[src/rtl/Dilithium_pkg.sv]
// Shared Dilithium constants plus the UseHint controller's derived modulus and FSM states.
package Dilithium_pkg;

    localparam int unsigned Q      = 8380417;
    localparam int unsigned GAMMA2 = (Q - 1) / 32;
    localparam int unsigned K      = 4;

    // Decompose step size and the number of distinct high parts.
    localparam int unsigned ALPHA  = 2 * GAMMA2;
    localparam int unsigned M      = (Q - 1) / ALPHA;

    typedef enum logic [1:0] {
        StIdle,
        StRun,
        StDrain,
        StDone
    } state_e;

endpackage

[src/rtl/usehint_ctrl_if.sv]
// Job control, coefficient-read and result-write signals of the UseHint controller.
interface usehint_ctrl_if
    import Dilithium_pkg::*;
#(
    parameter int unsigned R_WIDTH  = 32,
    parameter int unsigned R1_WIDTH = 4,
    parameter int unsigned NPOLY    = K
);
    localparam int unsigned AW = $clog2(NPOLY) + 8;

    logic                start;
    logic                busy;
    logic                done;
    logic                rd_en;
    logic [AW-1:0]       rd_addr;
    logic [R_WIDTH-1:0]  rd_r;
    logic                rd_h;
    logic                wr_valid;
    logic                wr_ready;
    logic [AW-1:0]       wr_addr;
    logic [R1_WIDTH-1:0] wr_data;

    // Controller side.
    modport master (
        input  start, rd_r, rd_h, wr_ready,
        output busy, done, rd_en, rd_addr, wr_valid, wr_addr, wr_data
    );

    // Requester / memory / sink side.
    modport slave (
        output start, rd_r, rd_h, wr_ready,
        input  busy, done, rd_en, rd_addr, wr_valid, wr_addr, wr_data
    );

endinterface

[src/rtl/usehint_coeff.sv]
// Combinational Decompose of one coefficient followed by the hint adjustment of its high part.
// The input is expected to be already reduced into [0, Q-1].
module usehint_coeff
    import Dilithium_pkg::*;
#(
    parameter int unsigned R_WIDTH  = 32,
    parameter int unsigned R1_WIDTH = 4
) (
    input  logic [R_WIDTH-1:0]  i_r,
    input  logic                i_h,
    output logic [R1_WIDTH-1:0] o_r1
);

    logic [63:0]        w_r;
    logic [63:0]        w_quot;
    logic [63:0]        w_r1;
    logic [63:0]        w_res;
    logic signed [63:0] w_r0;

    // Rounded quotient by threshold counting, centred remainder, wrap of the top bucket, hint.
    always_comb begin
        w_r    = 64'(i_r);
        w_quot = '0;
        // r belongs to bucket j when r > j*ALPHA - GAMMA2, giving r0 in (-GAMMA2, GAMMA2].
        for (int unsigned j = 1; j <= M; j++) begin
            if (w_r > 64'(j * ALPHA - GAMMA2)) begin
                w_quot = w_quot + 64'd1;
            end
        end
        w_r0 = $signed(w_r) - $signed(w_quot * 64'(ALPHA));
        w_r1 = w_quot;
        // r - r0 = Q-1 folds onto high part 0 with the low part pulled down by one.
        if (w_quot == 64'(M)) begin
            w_r1 = '0;
            w_r0 = w_r0 - 64'sd1;
        end
        if (!i_h) begin
            w_res = w_r1;
        end else if (w_r0 > 64'sd0) begin
            w_res = (w_r1 == 64'(M - 1)) ? '0 : w_r1 + 64'd1;
        end else begin
            w_res = (w_r1 == 64'd0) ? 64'(M - 1) : w_r1 - 64'd1;
        end
        o_r1 = R1_WIDTH'(w_res);
    end

endmodule

[src/rtl/usehint_ctrl.sv]
// UseHint job controller: streams NPOLY*256 (r, h) pairs from memory through a
// 3-stage pipeline (issue, capture, register) and writes r1 results with back-pressure.
module usehint_ctrl
    import Dilithium_pkg::*;
#(
    parameter int unsigned R_WIDTH  = 32,
    parameter int unsigned R1_WIDTH = 4,
    parameter int unsigned NPOLY    = K
) (
    input logic            clk,
    input logic            reset,
    usehint_ctrl_if.master bus
);

    localparam int unsigned   AW        = $clog2(NPOLY) + 8;
    localparam logic [AW-1:0] LAST_ADDR = AW'(NPOLY * 256 - 1);

    state_e              r_state;
    state_e              w_state_next;
    logic [AW-1:0]       r_cnt;
    logic [AW-1:0]       w_cnt_next;
    logic                w_rd_en;
    logic                w_stall;

    logic                r_s1_valid;
    logic [AW-1:0]       r_s1_addr;
    logic                r_wr_valid;
    logic [AW-1:0]       r_wr_addr;
    logic [R1_WIDTH-1:0] r_wr_data;
    logic [R1_WIDTH-1:0] w_r1;

    // A pending write that the sink refuses freezes every stage.
    assign w_stall = r_wr_valid && !bus.wr_ready;

    // FSM state and read-address counter.
    always_ff @(posedge clk or negedge reset) begin
        if (!reset) begin
            r_state <= StIdle;
            r_cnt   <= '0;
        end else begin
            r_state <= w_state_next;
            r_cnt   <= w_cnt_next;
        end
    end

    // Next state, counter advance and read strobe.
    always_comb begin
        w_state_next = r_state;
        w_cnt_next   = r_cnt;
        w_rd_en      = 1'b0;
        unique case (r_state)
            StIdle: begin
                if (bus.start) begin
                    w_state_next = StRun;
                    w_cnt_next   = '0;
                end
            end
            StRun: begin
                if (!w_stall) begin
                    w_rd_en = 1'b1;
                    if (r_cnt == LAST_ADDR) begin
                        w_state_next = StDrain;
                        w_cnt_next   = '0;
                    end else begin
                        // {poly, coeff} as one counter: coeff 255 -> 0 carries into poly.
                        w_cnt_next = r_cnt + 1'b1;
                    end
                end
            end
            StDrain: begin
                if (r_wr_valid && bus.wr_ready && (r_wr_addr == LAST_ADDR)) begin
                    w_state_next = StDone;
                end
            end
            StDone: begin
                w_state_next = StIdle;
            end
            default: begin
                w_state_next = StIdle;
            end
        endcase
    end

    usehint_coeff #(
        .R_WIDTH  (R_WIDTH),
        .R1_WIDTH (R1_WIDTH)
    ) u_coeff (
        .i_r  (bus.rd_r),
        .i_h  (bus.rd_h),
        .o_r1 (w_r1)
    );

    // S1 tags the memory output; S2 registers the result. Memory holds its data while frozen.
    always_ff @(posedge clk or negedge reset) begin
        if (!reset) begin
            r_s1_valid <= 1'b0;
            r_s1_addr  <= '0;
            r_wr_valid <= 1'b0;
            r_wr_addr  <= '0;
            r_wr_data  <= '0;
        end else if (!w_stall) begin
            r_s1_valid <= w_rd_en;
            r_s1_addr  <= r_cnt;
            r_wr_valid <= r_s1_valid;
            if (r_s1_valid) begin
                r_wr_addr <= r_s1_addr;
                r_wr_data <= w_r1;
            end
        end
    end

    assign bus.busy     = (r_state == StRun) || (r_state == StDrain);
    assign bus.done     = (r_state == StDone);
    assign bus.rd_en    = w_rd_en;
    assign bus.rd_addr  = r_cnt;
    assign bus.wr_valid = r_wr_valid;
    assign bus.wr_addr  = r_wr_addr;
    assign bus.wr_data  = r_wr_data;

endmodule

[src/flat_wrapper.sv]
// flat-port wrapper written by rule: the top's interface ports become plain ports
module usehint_ctrl_flat import Dilithium_pkg::*;
#(
    parameter int unsigned R_WIDTH  = 32,
    parameter int unsigned R1_WIDTH = 4,
    parameter int unsigned NPOLY    = K
)
  (clk, reset, bus_start, bus_rd_r, bus_rd_h, bus_wr_ready, bus_busy, bus_done, bus_rd_en, bus_rd_addr, bus_wr_valid, bus_wr_addr, bus_wr_data);
  usehint_ctrl_if #(.R_WIDTH(R_WIDTH), .R1_WIDTH(R1_WIDTH), .NPOLY(NPOLY)) bus_i ();
  input logic clk;
  input logic reset;
  input wire logic [$bits(bus_i.start)-1:0] bus_start;
  input wire logic [$bits(bus_i.rd_r)-1:0] bus_rd_r;
  input wire logic [$bits(bus_i.rd_h)-1:0] bus_rd_h;
  input wire logic [$bits(bus_i.wr_ready)-1:0] bus_wr_ready;
  output wire logic [$bits(bus_i.busy)-1:0] bus_busy;
  output wire logic [$bits(bus_i.done)-1:0] bus_done;
  output wire logic [$bits(bus_i.rd_en)-1:0] bus_rd_en;
  output wire logic [$bits(bus_i.rd_addr)-1:0] bus_rd_addr;
  output wire logic [$bits(bus_i.wr_valid)-1:0] bus_wr_valid;
  output wire logic [$bits(bus_i.wr_addr)-1:0] bus_wr_addr;
  output wire logic [$bits(bus_i.wr_data)-1:0] bus_wr_data;
  assign bus_i.start = bus_start;
  assign bus_i.rd_r = bus_rd_r;
  assign bus_i.rd_h = bus_rd_h;
  assign bus_i.wr_ready = bus_wr_ready;
  assign bus_busy = bus_i.busy;
  assign bus_done = bus_i.done;
  assign bus_rd_en = bus_i.rd_en;
  assign bus_rd_addr = bus_i.rd_addr;
  assign bus_wr_valid = bus_i.wr_valid;
  assign bus_wr_addr = bus_i.wr_addr;
  assign bus_wr_data = bus_i.wr_data;
  usehint_ctrl #(.R_WIDTH(R_WIDTH), .R1_WIDTH(R1_WIDTH), .NPOLY(NPOLY)) u_core (.clk(clk), .reset(reset), .bus(bus_i));
endmodule
[config.mk]
export PLATFORM = sky130hd
export DESIGN_NAME = usehint_ctrl_flat
export DESIGN_NICKNAME = d
export VERILOG_FILES = /design/src/rtl/Dilithium_pkg.sv /design/src/rtl/usehint_ctrl_if.sv /design/src/rtl/usehint_coeff.sv /design/src/rtl/usehint_ctrl.sv /design/src/flat_wrapper.sv
export SDC_FILE = /design/constraint.sdc
export NUM_CORES = 1
export LEC_CHECK = 0
export ABC_AREA = 1
export BUFFER_PORTS_ARGS = -buffer_cell sky130_fd_sc_hd__buf_2
export CAP_MARGIN = 30
export CORE_MARGIN = 1.5
export CORE_UTILIZATION = 55
export CTS_CLUSTER_DIAMETER = 120
export CTS_CLUSTER_SIZE = 12
export DETAILED_ROUTE_END_ITERATION = 16
export GPL_TIMING_DRIVEN = 0
export PLACE_DENSITY = 0.76
export SLEW_MARGIN = 0
export SYNTH_ARGS = -nofsm -noshare
export SYNTH_HDL_FRONTEND = slang
export SYNTH_HIERARCHICAL = 1
export SYNTH_SLANG_ARGS = --single-unit
export TNS_END_PERCENT = 50
[constraint.sdc]
create_clock -name clk -period 1.39 [get_ports clk]
set_input_delay 0 -clock clk [delete_from_list [all_inputs] [get_ports clk]]
set_output_delay 0 -clock clk [all_outputs]
set_load 0.005 [all_outputs]
==> results by group, run 1 <==
Route
  – Post-DR wirelength/cell: 14.0 um
  – Iteration count of the initial detailed-routing pass: 5
  – Residual DRC count: 0
  – Total vias in the final route: 11500
  – Vias/cell: 5.27
  – Final wirelength: 30400 um
  – ANT nets after route: 0
  – First DRT Iteration DRCs: 607

Setup path
  – Critical path launch point type: primary input
  – Crit path arrival time: 14.91 ns
  – RR Endpoint: u_core/bus.rd_addr[5]
  – Worst Path Required: 1.55 ns
  – Slowest stage delay, CP: 0.57 ns
  – Critical path fanouts, max: 4
  – Crit Path Class: in2reg
  – Critical Path End: u_core/bus.wr_data[3]
  – CP max-delay cell: fa_1
  – R2R Setup Slk: 0 ns
  – FF-to-FF Start: u_core/r_state[0]
  – Crit-path most repeated cell: nand2_4
  – CP endpoint kind: register
  – CP Launch Point: bus_rd_r[0]
  – Worst R2R Path Depth: 9

Min path
  – Type of the most critical hold path: in2reg
  – Hold path startpoint: bus_wr_ready

GRT
  – GRT overflow: 0
  – GR Util met3: 3.62%
  – First-pass GRT wire length: 49700 um
  – Global-route track usage on met2: 48.4%
  – GRT Overall Usage: 27.4%
  – Top Usage Layer GRT: met2
  – Met1 GRT Util: 35.5%
  – Largest net degree at the start of global routing: 39
  – Initial antenna violation count: 1
  – Vias in the first global route: 11200

Die
  – Rows: 52
  – Core area: 0.0202 mm^2
  – Die height: 146 um
  – Die W: 146 um
  – Die ar.: 0.0214 mm^2
  – Top Ports: 65
  – Initial Utilization: 55.9%

Final layout
  – Finished Layout Cells: 2175
  – Area Overhead vs Synth: 29.0%
  – Nets: 2136
  – Register area: 953 um^2
  – Multi-input gate area: 0.0104 mm^2
  – Fillers: 1571
  – Fraction of layout cells with a size suffix above 1: 31.0%

Synthesis
  – Top cells by count, synth: inv_1 (322), nand2_1 (316), nor2_1 (165)
  – EDFF count, synth: 0
  – Post-synth ARST share: 100%
  – Synth top area share: 14.7%
  – Post-synth top flop: dfrtp_1
  – Mapped Area: 0.0113 mm^2
  – Synthesized instance count: 1670
  – Yosys warns: 6
  – Register bit total from synthesis: 38
  – Synth top area cells: fa_1 (15%), ha_1 (13%), inv_1 (11%)
  – Synth Area per Inst: 6.75 um^2
  – Yosys top cell by area: fa_1
  – Most frequent cell after synthesis: inv_1
  – Synth cell types: 62
  – Register area share after synthesis: 8.44%

Flow run
  – Max-cap violations: 0

STA
  – Final Max Tran Viols: 0
  – Max transition margin: 45.3%
  – # setup viols final: 5
  – RSZ-0062 raised after global routing: true
  – Fmax: 67.8 MHz
  – Setup TNS: -53.11 ns
  – Fin. Hold Viols: 0
  – Worst hold slack: 0.181 ns
  – Tcrit/Tclk final: 1060%
  – Worst slew pin tran: 0.821 ns
  – Setup ws final: -13.37 ns
  – Worst clock skew: 0.00385 ns
  – Tmin final: 14.76 ns

CTS
  – CTS tree: done
  – Clk_lat worst skew: 0.27 ns
  – Clk sinks: 38
  – TritonCTS buffer count: 5
  – Worst-path clk slew: 0.05 ns
  – CTS max path bufs: 2
  – Clk root buf: clkbuf_16
  – Maximum level of the CTS H-tree: 2

Placed design
  – Detail Placement HPWL: 22800 um
  – GPL Wtd Cong: 0.958
  – Port Buffer Count: 63
  – Placed Cells: 2050

Outcome
  – Outcome: finished with violations
  – Violations in the final reports: negative setup slack
what timing repair did:
action,CTS,global route
endpoints found under the setup margin,16,16
setup buffers,86,31
resized for setup,139,101
cloned,1,0
endpoints found under the hold margin,38,0
hold buffers,1,0
pin swaps,98,103
worst max-delay path, delay by kind of cell:
family                   cells  cell delay [ns]
AO/OA/AOI/OAI               12             1.73
XOR/XNOR                     3             0.48
adder cells (fa/ha/maj)     21             6.55
buffers and inverters       13             0.91
multiplexers                 1             0.26
AND/OR/NAND/NOR             45             4.99
cells in the final DEF (no fill, tap or decap), types with 43 or more instances in the layout:
| cell | count |
|---|---|
| nand3_1 | 77 |
| fa_1 | 77 |
| a21oi_1 | 44 |
| nand2_2 | 93 |
| inv_2 | 43 |
| nand2_1 | 270 |
| buf_4 | 113 |
| xor2_1 | 50 |
| nand4_1 | 46 |
| ha_1 | 82 |
| inv_1 | 295 |
| conb_1 | 49 |
| buf_2 | 47 |
| nor2_1 | 144 |
routing by layer:
| metal | share of wire [%] | vias up |
|---|---|---|
| met1 | 43 | 5365 |
| met2 | 49 | 307 |
| met5 | 0 | - |
| met3 | 5.5 | 62 |
| met4 | 2.2 | 0 |
| li1 | - | 5731 |
metrics by stage:
stage,instance area [um^2],utilization (%),setup WS [ns]
global placement,12500,61.9,-14.32
detailed placement,12500,61.9,-14.51
global route,14500,72.0,-13.85
CTS,13900,68.8,-13.12
floorplan,11800,-,-12.42
finish,14500,72.1,-13.37
worst min-delay path by stage:
stage,to,cells after the start
5_1_grt,u_core/r_s1_addr[1],5
3_5_place_dp,u_core/bus.wr_addr[7],1
2_1_floorplan,u_core/bus.rd_addr[0],0
3_3_place_gp,u_core/bus.wr_addr[6],1
6_report,u_core/r_s1_addr[1],5
4_1_cts,u_core/r_s1_addr[1],5
registers in the layout, summed over array words and instances, names as in the netlist:
name	count
u_core/r_s1_valid	1
u_core/r_state	2
u_core/bus.rd_addr	10
u_core/bus.wr_data	4
u_core/r_s1_addr	10
u_core/bus.wr_addr	10
u_core/bus.wr_valid	1
final cells by class:
cell class / instances / area share [%]
Clock buffer: 5 / 0.861
Sequential cell: 38 / 6.56
Timing Repair Buffer: 180 / 9.19
Antenna cell: 2 / 0.0344
Clock inverter: 2 / 0.0689
Buffer: 9 / 0.508
Tap cell: 270 / 2.32
Multi-Input combinational cell: 1321 / 71.3
Inverter: 348 / 9.13
kinds of logic after synthesis:
group                      count (synthesis)  share of synthesized area (%)
and+or+nand+nor                          820                           36.4
buffers and inverters                    358                           12.3
adders and majority gates                196                           27.3
AOI/OAI and AO/OA                        175                           9.06
xor gates and xnor gates                  77                           6.05
DFF                                       38                           8.44
muxes                                      4                          0.400
other                                      2                         0.0666
Power of run 1 is left out: the tool's default activity adds up to more than one toggle a clock period on the data nets, which glitch-free logic cannot reach.
==> inputs of run 2 (changes only) <==
- CORE_ASPECT_RATIO: not set -> 1.5
==> run 2 against run 1 <==
  * The flow still finishes with violations (negative setup slack)
  * Clock skew is 0.00072 ns higher
  * Final area decreased by 1.9%
  * Hold slack worse by 0.0093 ns
  * Largest cell class unchanged
  * Highest routed layer unchanged
==> results by group, run 2 (synthesis results as in run 1) <==
STA
  – Worst slew pin tran: 0.824 ns
  – Fin. Hold Viols: 0
  – Setup ws final: -13.36 ns
  – Worst clock skew: 0.00457 ns
  – Fmax: 67.8 MHz
  – Tcrit/Tclk final: 1060%
  – Worst hold slack: 0.171 ns
  – Max transition margin: 45.0%
  – Tmin final: 14.75 ns
  – Final Max Tran Viols: 0
  – RSZ-0062 raised after global routing: true
  – # setup viols final: 7

CTS
  – Clk sinks: 38
  – CTS tree: done
  – Maximum level of the CTS H-tree: 2
  – Clk_lat worst skew: 0.28 ns
  – Clk root buf: clkbuf_16
  – CTS max path bufs: 2
  – Worst-path clk slew: 0.05 ns
  – TritonCTS buffer count: 5

GRT
  – Vias in the first global route: 11100
  – Initial antenna violation count: 0
  – Largest net degree at the start of global routing: 39
  – First-pass GRT wire length: 48700 um
  – GRT Overall Usage: 27.7%
  – GRT overflow: 0

Final layout
  – Area Overhead vs Synth: 26.5%
  – N_diodes: 0
  – Most frequent cells in the layout: inv_1 (294), nand2_1 (267), nor2_1 (140)
  – Fillers: 1669
  – Nets: 2111
  – Commonest non-fill, non-tap cell in the layout: inv_1
  – Fraction of layout cells with a size suffix above 1: 29.8%

Setup path
  – CP endpoint kind: register
  – Crit path arrival time: 14.92 ns
  – FF-to-FF Start: u_core/r_state[0]
  – Slowest stage delay, CP: 0.60 ns
  – Critical path launch point type: primary input
  – Largest delay share family, worst path: adder cells
  – CP max-delay cell: fa_1
  – CP bufs+invs: 14
  – Crit Path Class: in2reg
  – Worst Path Required: 1.55 ns
  – CP Launch Point: bus_rd_r[25]
  – Critical path fanouts, max: 4

Route
  – Total vias in the final route: 11500
  – First DRT Iteration DRCs: 528
  – Post-DR wirelength/cell: 14.6 um
  – Final wirelength: 31300 um
  – ANT nets after route: 0
  – Vias/cell: 5.35
  – Iteration count of the initial detailed-routing pass: 5
  – Residual DRC count: 0

Outcome
  – Outcome: finished with violations
  – Violations in the final reports: negative setup slack

Die
  – Die W: 120 um
  – Core area: 0.0203 mm^2
  – Top Ports: 65
  – Die ar.: 0.0214 mm^2
  – Initial Utilization: 55.6%
  – Rows: 64
  – Die height: 178 um

Flow run
  – Max-cap violations: 0

Placed design
  – Detail Placement HPWL: 24800 um
  – Port Buffer Count: 63
  – GPL Wtd Cong: 0.951

Min path
  – Hold path startpoint: bus_rd_h
  – Type of the most critical hold path: in2reg
==> run 2: cell types whose count changed in the layout (fill, tap and decap cells not counted), sizes merged <==
cell	delta
buf	-24
diode	-2
inv	-2
clkbuf	+1
clkinv	+1
==> run 2: final cells by class <==
cell class / count / area [um^2] / share of cell area, %
multi-input combinational: 1321 / 10300 / 72.4
clock inverter: 1 / 5.00 / 0.0351
buffer: 9 / 73.8 / 0.518
inverter: 348 / 1330 / 9.36
timing repair buffer: 155 / 1100 / 7.74
tap: 264 / 330 / 2.32
clock buffer: 7 / 143 / 1.00
sequential: 38 / 952 / 6.68
==> run 2: tightest hold or removal path: cells and delay by family <==
| family | cells | cell delay [ns] |
|---|---|---|
| AOI/OAI and AO/OA | 1 | 0.14 |
| muxes | 1 | 0.14 |
| buffers and inverters | 1 | 0.13 |
==> run 2: metal layers <==
layer / GRT usage, % / up-vias / wire (um)
li1: - / 5654 / -
met1: 27.8 / 5410 / 11200
met2: 56.5 / 289 / 17400
met3: 2.65 / 118 / 1080
met4: 12.5 / 0 / 1590
met5: 0 / - / 0
==> run 2: path summary, 6_finish.rpt <==
kind / cells past startpoint / slack [ns] / endpoint
min: 3 / 0.17 / u_core/bus.wr_data[1]
max in group asynchronous: 2 / 0.46 / u_core/r_state[0]
min reg2reg: 2 / 0.50 / u_core/bus.wr_addr[4]
max: 102 / -13.36 / u_core/bus.wr_data[3]
max reg2reg: 9 / -0.08 / u_core/bus.rd_addr[7]
min in group asynchronous: 2 / 0.36 / u_core/bus.wr_addr[7]
==> run 2: metrics by stage <==
step	std cells	util [%]	instance area [um^2]	TNS, ns	setup slack (ns)
floorplan	1717	-	11800	-49.47	-12.42
global placement	2044	61.6	12500	-57.91	-14.39
detailed placement	2044	61.6	12500	-59.08	-14.60
CTS	2098	65.4	13200	-54.05	-13.52
global route	2143	70.4	14300	-56.33	-13.99
finish	2143	70.4	14300	-53.39	-13.36
==> run 2: repair_timing <==
action | 4_1_cts | 5_1_grt
pin swaps | 55 | 105
cloned | 1 | 0
buffers inserted | 44 | 46
gates resized for setup | 61 | 175
hold endpoints to repair | 38 | 0
hold buffers | 1 | 0
endpoints found under the setup margin | 16 | 16
Power of run 2 is left out for the same reason.
